## config.mk

```make
export PLATFORM = sky130hd
export DESIGN_NAME = ps2_host_tx_flat
export DESIGN_NICKNAME = d
export VERILOG_FILES = /design/src/rtl/ps2_host_tx_if.sv /design/src/rtl/ps2_host_tx.sv /design/src/flat_wrapper.sv
export SDC_FILE = /design/constraint.sdc
export NUM_CORES = 1
export LEC_CHECK = 0
export BUFFER_PORTS_ARGS = -buffer_cell sky130_fd_sc_hd__clkbuf_2
export CAP_MARGIN = 20
export CORE_AREA = 2 2 86 88
export DETAILED_ROUTE_END_ITERATION = 12
export DIE_AREA = 0 0 88 90
export SYNTH_ARGS = -nofsm -noshare
export SYNTH_HDL_FRONTEND = slang
export SYNTH_SLANG_ARGS = --single-unit
```

## constraint.sdc

```tcl
create_clock -name clk -period 2.2 [get_ports clk]
set_input_delay 0.22 -clock clk [delete_from_list [all_inputs] [get_ports clk]]
set_output_delay 0.22 -clock clk [all_outputs]
set_load 0.05 [all_outputs]
```

## src/rtl/ps2_host_tx_if.sv

```systemverilog
// rtl/ps2_host_tx_if.sv - command handshake and transfer status bundle for ps2_host_tx
interface ps2_host_tx_if;
  logic [7:0] tx_data;
  logic       tx_valid;
  logic       tx_ready;
  logic       done;
  logic       ack_ok;
  logic       err_noack;
  logic       err_timeout;

  modport master (
    output tx_data, tx_valid,
    input  tx_ready, done, ack_ok, err_noack, err_timeout
  );

  modport slave (
    input  tx_data, tx_valid,
    output tx_ready, done, ack_ok, err_noack, err_timeout
  );
endinterface

```

## src/rtl/ps2_host_tx.sv

```systemverilog
// rtl/ps2_host_tx.sv - PS/2 host-to-device command byte transmitter (open-collector pin drive)
module ps2_host_tx #(
  parameter int INHIBIT_CYCLES = 10000,
  parameter int START_TIMEOUT  = 1500000,
  parameter int FRAME_TIMEOUT  = 200000
) (
  input  logic          clk,
  input  logic          rst,
  ps2_host_tx_if.slave  host,
  input  logic          ps2_clk_in,
  input  logic          ps2_data_in,
  output logic          ps2_clk_oe,
  output logic          ps2_data_oe,
  output logic          rx_inhibit
);

  localparam int MAXP = (INHIBIT_CYCLES > START_TIMEOUT)
                        ? ((INHIBIT_CYCLES > FRAME_TIMEOUT) ? INHIBIT_CYCLES : FRAME_TIMEOUT)
                        : ((START_TIMEOUT > FRAME_TIMEOUT) ? START_TIMEOUT : FRAME_TIMEOUT);
  localparam int CW = $clog2(MAXP + 1);

  localparam logic [CW-1:0] INH_END  = CW'(INHIBIT_CYCLES);
  localparam logic [CW-1:0] INH_LAST = CW'(INHIBIT_CYCLES - 1);
  localparam logic [CW-1:0] START_TO = CW'(START_TIMEOUT);
  localparam logic [CW-1:0] FRAME_TO = CW'(FRAME_TIMEOUT);

  typedef enum logic [2:0] {IDLE, INHIBIT, REQ, DATA, WAIT_IDLE, ERR, DONE} state_t;

  state_t        state;
  logic [CW-1:0] cnt;
  logic [3:0]    bit_idx;
  logic [9:0]    sh;
  logic          nack;
  logic          clk_meta, clk_s, clk_prev;
  logic          data_meta, data_s;
  logic          fall;
  logic [CW-1:0] frame_next;

  assign fall = clk_prev & ~clk_s;
  // Saturate so an edge landing exactly on the limit can never wrap the frame timer.
  assign frame_next = (cnt == FRAME_TO) ? cnt : cnt + CW'(1);

  always_ff @(posedge clk) begin
    if (rst) begin
      state            <= IDLE;
      cnt              <= '0;
      bit_idx          <= '0;
      sh               <= '0;
      nack             <= 1'b0;
      clk_meta         <= 1'b1;
      clk_s            <= 1'b1;
      clk_prev         <= 1'b1;
      data_meta        <= 1'b1;
      data_s           <= 1'b1;
      ps2_clk_oe       <= 1'b0;
      ps2_data_oe      <= 1'b0;
      rx_inhibit       <= 1'b0;
      host.tx_ready    <= 1'b1;
      host.done        <= 1'b0;
      host.ack_ok      <= 1'b0;
      host.err_noack   <= 1'b0;
      host.err_timeout <= 1'b0;
    end else begin
      clk_meta  <= ps2_clk_in;
      clk_s     <= clk_meta;
      clk_prev  <= clk_s;
      data_meta <= ps2_data_in;
      data_s    <= data_meta;

      case (state)
        IDLE: begin
          if (host.tx_valid) begin
            sh            <= {1'b1, ~^host.tx_data, host.tx_data};
            cnt           <= '0;
            ps2_clk_oe    <= 1'b1;
            ps2_data_oe   <= 1'b0;
            rx_inhibit    <= 1'b1;
            host.tx_ready <= 1'b0;
            state         <= INHIBIT;
          end
        end
        INHIBIT: begin
          // Start bit goes low one cycle before the clock is released.
          if (cnt == INH_END) begin
            ps2_clk_oe <= 1'b0;
            cnt        <= '0;
            state      <= REQ;
          end else begin
            if (cnt == INH_LAST) ps2_data_oe <= 1'b1;
            cnt <= cnt + CW'(1);
          end
        end
        REQ: begin
          if (fall) begin
            bit_idx     <= '0;
            ps2_data_oe <= ~sh[0];
            cnt         <= '0;
            state       <= DATA;
          end else if (cnt == START_TO) begin
            ps2_data_oe <= 1'b0;
            state       <= ERR;
          end else begin
            cnt <= cnt + CW'(1);
          end
        end
        DATA: begin
          if (fall) begin
            cnt <= frame_next;
            if (bit_idx == 4'd9) begin
              nack        <= data_s;
              ps2_data_oe <= 1'b0;
              state       <= WAIT_IDLE;
            end else begin
              bit_idx     <= bit_idx + 4'd1;
              ps2_data_oe <= ~sh[bit_idx + 4'd1];
            end
          end else if (cnt == FRAME_TO) begin
            ps2_data_oe <= 1'b0;
            state       <= ERR;
          end else begin
            cnt <= cnt + CW'(1);
          end
        end
        WAIT_IDLE: begin
          if (clk_s && data_s) begin
            host.done      <= 1'b1;
            host.ack_ok    <= ~nack;
            host.err_noack <= nack;
            state          <= DONE;
          end else if (cnt == FRAME_TO) begin
            state <= ERR;
          end else begin
            cnt <= cnt + CW'(1);
          end
        end
        ERR: begin
          ps2_clk_oe       <= 1'b0;
          ps2_data_oe      <= 1'b0;
          host.done        <= 1'b1;
          host.err_timeout <= 1'b1;
          state            <= DONE;
        end
        DONE: begin
          host.done        <= 1'b0;
          host.ack_ok      <= 1'b0;
          host.err_noack   <= 1'b0;
          host.err_timeout <= 1'b0;
          host.tx_ready    <= 1'b1;
          rx_inhibit       <= 1'b0;
          state            <= IDLE;
        end
        default: state <= IDLE;
      endcase
    end
  end

endmodule
```

## src/flat_wrapper.sv

```systemverilog
// flat-port wrapper written by rule: the top's interface ports become plain ports
module ps2_host_tx_flat 
#(
  parameter int INHIBIT_CYCLES = 10000,
  parameter int START_TIMEOUT  = 1500000,
  parameter int FRAME_TIMEOUT  = 200000
)
  (clk, rst, ps2_clk_in, ps2_data_in, ps2_clk_oe, ps2_data_oe, rx_inhibit, host_tx_data, host_tx_valid, host_tx_ready, host_done, host_ack_ok, host_err_noack, host_err_timeout);
  ps2_host_tx_if host_i ();
  input  logic clk;
  input  logic rst;
  input  logic ps2_clk_in;
  input  logic ps2_data_in;
  output logic ps2_clk_oe;
  output logic ps2_data_oe;
  output logic rx_inhibit;
  input wire logic [$bits(host_i.tx_data)-1:0] host_tx_data;
  input wire logic [$bits(host_i.tx_valid)-1:0] host_tx_valid;
  output wire logic [$bits(host_i.tx_ready)-1:0] host_tx_ready;
  output wire logic [$bits(host_i.done)-1:0] host_done;
  output wire logic [$bits(host_i.ack_ok)-1:0] host_ack_ok;
  output wire logic [$bits(host_i.err_noack)-1:0] host_err_noack;
  output wire logic [$bits(host_i.err_timeout)-1:0] host_err_timeout;
  assign host_i.tx_data = host_tx_data;
  assign host_i.tx_valid = host_tx_valid;
  assign host_tx_ready = host_i.tx_ready;
  assign host_done = host_i.done;
  assign host_ack_ok = host_i.ack_ok;
  assign host_err_noack = host_i.err_noack;
  assign host_err_timeout = host_i.err_timeout;
  ps2_host_tx #(.INHIBIT_CYCLES(INHIBIT_CYCLES), .START_TIMEOUT(START_TIMEOUT), .FRAME_TIMEOUT(FRAME_TIMEOUT)) u_core (.clk(clk), .rst(rst), .host(host_i), .ps2_clk_in(ps2_clk_in), .ps2_data_in(ps2_data_in), .ps2_clk_oe(ps2_clk_oe), .ps2_data_oe(ps2_data_oe), .rx_inhibit(rx_inhibit));
endmodule
```

==> results, run 1 <==
- Timing would allow up to between 400 and 500 MHz.
- The routed via count divided by cell count is ~5.2.
- Among cell families on the critical path, the largest total delay comes from simple AND/OR/NAND/NOR gates.
- The worst-case IR drop observed on VDD is about 0.64 mV.
- The top cell type by area accounts for 37.9% of the synthesized area.
- The finished layout holds 478 standard cells, fillers aside.
- The tightest slew margin relative to the limit is 70.7%.
- The slowest stage of the critical path belongs to the cell or3_4.
- Once placement completed, the tool counted placed cells totaling 467.
- The floorplan step defined a die boundary enclosing ~8000 sq um.
- The number of nets produced by synthesis is 355.
- The startpoint identified for the worst hold timing path is ps2_data_in.
- The number of antenna diodes in the final layout is 0.
- The measured slew at the worst slew-check pin is 0.440 ns.
- Along the worst path, the maximum fanout reaches 5.
- Together, buffers and inverters on the worst path number 3.
- The via count of the first global-routing pass is between 2000 and 2500.
- The library cell used as clock root buffer is clkbuf_8.
- The critical path is of the reg -> reg type.
- The combinational power share is roughly 41%.
- The kind of start point of the critical path is a flip-flop.
- The launch instance of the worst register-to-register path is u_core.cnt[0].
- The data arrival time at the worst-slack endpoint is around 2.4 ns.
- In the synthesized netlist the dominant register cell turns out to be dfxtp_1.
- Once placement finished, the instance area stood at 3080 sq um.
- Of the cells placed in the final design, the portion with a size suffix greater than 1 is 20.3%.
- The worst path in the final design needs a cycle of about 2.1 ns, including I/O delays and setup.
- Port buffering added 20 buffers.
- The internal power component is 1760 uW.
- The clock-pin slew on the worst setup and hold paths is 0.09 ns.
- The routed length per instance is about 13 microns.
- At the worst endpoint, the required time is 2.45 ns.
- The die width is a little under 90 microns.
- Net switching is about two fifths of the power.
- The largest single stage delay on the critical path is 0.39 ns.
- The flop-to-flop setup slack is 0.09 ns.
- The initial antenna violation count was 0.
- The number of buffers inserted during clock tree synthesis is 5.
- On the final layout, the worst hold slack is 0.0843 ns.
- The total wirelength of the detailed-routed design is 6380 microns.
- The number of enable flip-flop cells after synthesis is 0.
- The routed layout has 2492 vias.
- The post-route cell area is 3270 sq um.
- The number of cells on the worst reg-to-reg path is 10.
- Row generation in the floorplan step produced 31 rows.
- The fill cell instance count of the final layout is 715.
- The first global-routing pass estimated between 10000 and 15000 microns of wire.
- The leakage power total is around 0.0012 uW.
- The net switching power figure is 1100 uW.
- The worst hold path belongs to the class in -> reg.
- Across the run, the number of max-cap violations was 0.
- The number of iterations in the first detailed-routing pass is 4.
- The die is ~90 microns tall.
- Entering global routing, the biggest net connects 28 pins.
- The power density over cell area is roughly 870 nW/um^2.
- The most numerous cell type found on the critical path is buf_4.
- By area the synthesized netlist is led by dfxtp_1 (38%), a21oi_1 (6.0%), nand2_1 (5.6%).
- Setup violations remaining at the end of the flow were counted as 0.
- The worst hold path terminates at u_core.data_meta.
- The effective utilization at floorplan is around two fifths.
- The Yosys step of the flow raised 0 warnings.
- The placed wire-length estimate is 4730 microns.
- Sequential cells account for 39.1% of the total power.
- For this run, design rule violations remaining after detail routing come to 0.
- The hold path depth is 2.
- In the synthesized netlist, the number of instances is 338.
- In this run the mean area of a mapped cell was ~8.1 sq um.
- The proportion of register bits with asynchronous set or reset after synthesis is 0%.
- Of all cell types, the one taking the most synthesized area is dfxtp_1.
- In this run, the clock network consumes 20.4% of the power.
- After synthesis, the netlist uses between 50 and 60 different library cells.
- The final core utilization is around 47%.
- Counting along the longest clock path gives a buffer depth of 2.
- In the final design database the tool counted just under 400 nets.
- Relative to the synthesized area, the layout overhead comes to 18.9%.
- For this design the top-level I/O count stands at 21.
- For the final database, setup skew stands at 0.00596 ns.
- The clock tree synthesis step divided the H-tree into 2 levels.
- The tree built by TritonCTS fans out to 52 sinks.
- The core area is ~7000 sq um.
- The weighted congestion at the end of routability-driven global placement is 0.870.
- After global routing the overflow that remains totals 0.
- The flow ran to the end, and the final reports show no timing, DRC or antenna violations.
- The final count of hold timing violations is 0.
- The signal on the critical path passes through inv_1, ha_1, nor3b_2, nand4bb_1, buf_4, nor4_4, buf_4, or3_4, or3_1, a21oi_2.
- The synthesized cell area is 2750 sq um.
- The DRC violation total after the first TritonRoute iteration is 73.
- TritonCTS built the clock tree.
- After synthesis the netlist holds a flip-flop and latch count of 52.
- The global-route total usage across every layer is 17.3%.
- The number of pins with negative max-slew slack in the final report is 0.
- The sequential element share of the synthesized area is 37.9%.
- The worst setup path is captured at a flip-flop.
- The fraction of the cycle the final worst path needs is 96.1%.
- The clock insertion delay at the later pin of the skew report is 0.31 ns.
- The endpoint identified for the worst register-to-register timing path is u_core.cnt[12].
- The post-detailed-route count of antenna-violating nets is 0.
==> power groups by stage <==
stage	logic, uW	clock network, uW	registers [uW]
after floorplan	693	0	1250
after global routing	1290	644	1130
after detailed placement	1140	0	1140
after CTS	1150	606	1120
final	1160	581	1120
after global placement	1130	0	1130
==> worst max-delay path by stage <==
stage,cells after the start,slack [ns],startpoint,to
final,10,0.09,u_core.cnt[0],u_core.cnt[12]
after CTS,10,0.01,u_core.cnt[0],u_core.cnt[20]
after global placement,7,0.05,u_core.bit_idx[1],u_core.ps2_data_oe
after detailed placement,7,0.01,u_core.bit_idx[1],u_core.ps2_data_oe
after floorplan,8,0.15,u_core.cnt[0],u_core.state[0]
after global routing,8,-0.002,u_core.cnt[13],u_core.cnt[20]
==> cell type report <==
class / instances / area, sq um / share of cell area (%)
repair buffers: 46 / 295 / 9.04
clock buffers: 6 / 82.6 / 2.53
clock inverters: 2 / 13.8 / 0.421
inverters: 11 / 41.3 / 1.26
multi-input cells: 262 / 1670 / 51.0
flip-flops and latches: 52 / 1040 / 32.0
well taps: 99 / 124 / 3.79
==> worst register-to-register path, cell delays in order (launching register included) <==
cell	delay, ns
dfxtp_2	0.34
inv_1	0.06
ha_1	0.19
nor3b_2	0.16
nand4bb_1	0.13
buf_4	0.13
nor4_4	0.04
buf_4	0.16
or3_4	0.39
or3_1	0.33
a21oi_2	0.13
==> state kept, by name (all words and copies together) (netlist names), 3 cells and up <==
register        count
u_core.state        3
u_core.bit_idx      4
u_core.sh          10
u_core.cnt         21
==> Yosys cell counts, drive strengths merged (2+ instances only) <==
cell,instances
and3,5
nor4b,4
nor2b,5
nor2,39
o211ai,3
nand4,10
mux4,2
nor4,7
dfxtp,52
clkbuf,10
a21oi,33
o21ai,10
nor3,13
nand2b,2
buf,3
o22a,2
inv,11
a221oi,2
a21o,2
ha,4
and4,2
xor2,8
or3,8
nand3,10
nand4bb,2
mux2i,7
and3b,2
and2,6
xnor2,14
nand2,42
a211oi,2
or2,5
==> routing by layer <==
| layer | GRT usage (%) | share of wire (%) | vias up |
|---|---|---|---|
| met4 | 6.41 | 1.7 | 0 |
| met2 | 27.1 | 48 | 41 |
| met3 | 2.75 | 2.9 | 12 |
| met1 | 23.6 | 48 | 1164 |
| met5 | 0 | 0 | - |
| li1 | - | - | 1275 |
==> cell families (layout without fill, tap and decap cells) <==
kind of cell / after synthesis / after routing / synth area share [%]
compound gates: 60 / 60 / 12.8
fa+ha+maj: 4 / 4 / 1.82
mux: 9 / 9 / 4.19
xor+xnor: 22 / 22 / 7.01
flops: 52 / 52 / 37.9
simple gates: 167 / 167 / 32.6
buf+inv: 24 / 65 / 3.78
==> cell usage in the layout, fill, tap and decap left out, types with 5 or more instances in the layout <==
master    synthesis  layout
nand3_1          10      10
nor2_1           39      39
xor2_1            8       7
buf_4             1      26
xnor2_1          14      14
and2_1            6       6
nor3_1           12      12
or3_1             7       6
dfxtp_1          52      49
inv_1            11      11
o21ai_0          10      10
nor2b_1           5       5
nor4_1            6       6
nand2_1          41      41
mux2i_1           7       7
or2_2             5       5
nand4_1          10      10
and3_1            5       5
clkbuf_2          1      20
clkbuf_8          0       6
a21oi_1          33      31
==> repair_timing <==
item / 4_1_cts / 5_1_grt
setup buffers: 1 / 2
hold buffers: 0 / 0
gates resized for setup: 1 / 12
cloned: 0 / 0
setup endpoints to repair: 2 / 25
pin swaps: 1 / 3
==> per-stage QoR <==
stage	setup TNS, ns	power [uW]	setup WS, ns
after floorplan	0	1940	0.152
after global placement	0	2270	0.0545
after detailed placement	0	2280	0.0141
after CTS	0	2870	0.0119
after global routing	-0.00203	3070	-0.00203
final	0	2850	0.0866
Note: power is estimated with default switching activity, not from simulation.
==> run 2, diff against run 1 <==
MAX_ROUTING_LAYER = met4   (was default)
PLACE_DENSITY = 0.57   (was default)
==> results, run 2 (synthesis results as in run 1) <==
- The maximum single-stage delay on the critical path is between 0.3 and 0.4 ns.
- The clock tree from TritonCTS is yes.
- The H-tree was split into 2 levels.
- The number of pins with negative max-slew slack in the final report is 0.
- Input and output buffers added on the ports amount to 20.
- Setup violations remaining at the end of the flow were counted as 0.
- For this run, design rule violations remaining after detail routing come to 0.
- Global routing finished with a remaining overflow of 0.
- In this run the critical register-to-register path is captured at u_core.cnt[10].
- The cell that appears most often on the critical path is buf_4.
- After the first detailed-routing iteration, the DRC count stood at 136.
- Across the run, the number of max-cap violations was 0.
- The measured slew at the worst slew-check pin is 0.509 ns.
- The library cell used as clock root buffer is clkbuf_8.
- For this configuration, the core starts out at a cell density of between 30% and 40%.
- Summing all multi-input logic gate instances after layout gives 1710 sq um.
- The capture endpoint of the worst hold path is u_core.data_meta.
- After clock tree synthesis, the clock-pin slew on the worst setup and hold paths is 0.10 ns.
- Buffers inserted during clock tree synthesis total 5.
- The minimum clock period is 2.15 ns.
- The startpoint of the tightest hold check path is ps2_data_in.
- Along the worst path, the maximum fanout reaches 5.
- The number of hold buffers added after CTS was 0.
- The initial antenna violation count is 0.
- Setup repair after global routing could not meet its margin everywhere.
- The number of placement rows is 31.
- The die width is 88 microns.
- Cells with a size suffix above 1 make up 22.2% of the layout.
- The slowest stage of the critical path is the or3_4 cell.
- By startpoint and endpoint, the worst setup path is classified as reg -> reg.
- During I/O placement, the number of pins put on the boundary was 21.
- At the end of routability-driven placement, the weighted congestion stood at 0.868.
- Walking the worst path, the cells encountered are inv_2, ha_2, nor3b_2, buf_4, nand4bb_1, buf_4, nor4_4, buf_4, or3_4, or3_1, a21oi_2.
- The post-route clock skew is 0.00838 ns.
- The clock passes through at most 2 buffers.
- The leakage power total is 0.00122 uW.
- Across all layers, the routed design uses 2553 vias.
- The flow ran to the end, and the final reports show no timing, DRC or antenna violations.
- The largest vdd supply drop is 0.521 mV.
- The largest registers in the layout are u_core.cnt (21), u_core.sh (10), u_core.bit_idx (4).
- Once detailed placement completed, the half-perimeter wirelength came to approximately 4800 microns.
- Registers take 1040 sq um.
- The routed via count divided by cell count is about 5.3.
- The final total power is 3030 uW.
- Of the available clock period, the critical path in the final layout requires 97.8%.
- Counting instances, the worst hold path has a depth of 2.
- The final count of hold timing violations is 0.
- The worst register-to-register path has a depth of 11.
- The power density over cell area is 903 nW/um^2.
- Data arrives at the worst endpoint at approximately 2.4 ns.
- The global-route wire length before repair is 11400 microns.
- The worst hold path class is in -> reg.
- The tightest slew margin relative to the limit is roughly two thirds.
- After detailed routing, the average wire length per cell comes to 14.1 microns.
- Summed over all failing endpoints, the final setup total negative slack is 0 ns.
- The area of placed instances is approximately 3100 sq um.
- Leaving out fill and tap cells, the most frequent cells in the layout are dfxtp_1 (49), nand2_1 (41), nor2_1 (39).
- The repair_antennas step left the layout with diodes totalling 0.
- The synthesis-to-finish area growth is 21.9%.
- The core area is ~7000 sq um.
- The post-detailed-route count of antenna-violating nets is 0.
- The register bank with the most flops is u_core.cnt.
- Before antenna repair, the detailed router went through 4 iterations.
- The die footprint is approximately 7900 sq um.
- STA classifies the critical path endpoint as a flip-flop.
- The worst setup path is launched from a flip-flop.
- The layout has ~690 filler cells.
- Clock tree synthesis found a total of 52 sinks.
- The register with the most flip-flops in the layout has 21 of them.
- In the final design database the tool counted around 400 nets.
- The die height is 90 microns.
- The global-route total usage across every layer is 18.3%.
- The most common library cell in the layout ignoring fill and taps is dfxtp_1.
- The via count of the first global-routing pass came to 2416.
- The launch instance of the worst register-to-register path is u_core.cnt[0].
- Entering global routing, the biggest net connects 28 pins.
- For the worst-skew pair, the clock arrives at the later sink with an insertion delay of 0.31 ns.
- The family with the most delay on the worst path is simple AND/OR/NAND/NOR gates.
- The highest clock rate is 465 MHz.
- The finished cells cover 3350 sq um.
- Counting both buffers and inverters, the worst setup path holds a total of 4.
- The endpoint required time on the critical path is around 2.5 ns.
- The routed design has 6780 microns of wire.
- The flop-to-flop setup slack is 0.05 ns.
==> run 2: cell types whose count changed in the layout (fill, tap and decap cells not counted), sizes merged <==
| cell | change |
|---|---|
| bufinv | +1 |
| buf | +2 |
| nand2 | +2 |
| clkinv | -1 |
==> run 2: worst max path at each step <==
stage                           start                 end  cells after the start
floorplan               u_core.cnt[0]     u_core.state[0]                      8
global placement    u_core.bit_idx[1]  u_core.ps2_data_oe                      7
detailed placement  u_core.bit_idx[1]  u_core.ps2_data_oe                      7
CTS                 u_core.bit_idx[1]  u_core.ps2_data_oe                      7
global route            u_core.cnt[0]      u_core.cnt[12]                     11
finish                  u_core.cnt[0]      u_core.cnt[10]                     11
==> run 2: final cells by class <==
class                   instances  share of cell area [%]
multi-input cells             264                    50.9
flip-flops and latches         52                    31.2
repair buffers                 48                    9.63
well taps                      99                    3.70
clock buffers                   6                    2.17
inverters                      11                    1.23
clock inverters                 2                    1.16
==> run 2: report_power, final <==
group | internal (uW) | switching [uW]
logic | 473 | 752
registers | 1050 | 68.5
clock network | 344 | 335
total | 1870 | 1160
==> run 2: per-stage QoR <==
step                      hold WS, ns  util [%]  worst slack, ns  instances
final                          0.0902      47.7           0.0491        482
after global routing           0.0795      47.7          -0.0565        482
after CTS                      0.0858      46.0          0.00437        477
after detailed placement        0.397      44.3          -0.0810        469
after global placement          0.391      44.3           0.0465        469
after floorplan                 0.324         -            0.152        338
==> run 2: worst reg2reg max path, stage by stage (launching register included) <==
cell	delay, ns
dfxtp_2	0.34
inv_2	0.04
ha_2	0.16
nor3b_2	0.15
buf_4	0.14
nand4bb_1	0.12
buf_4	0.14
nor4_4	0.04
buf_4	0.16
or3_4	0.35
or3_1	0.33
a21oi_2	0.12
==> run 2: what timing repair did <==
item / 4_1_cts / 5_1_grt
setup buffers: 0 / 3
gates resized for setup: 2 / 18
endpoints found under the setup margin: 1 / 24
cloned: 0 / 2
pin swaps: 0 / 8
==> run 2: per-layer routing <==
layer	global-route usage, %	routed length (microns)	share of wire [%]
met4	5.00	123	1.8
met2	27.9	3130	46
met1	24.4	3230	48
met5	-	0	0
met3	4.04	296	4.4
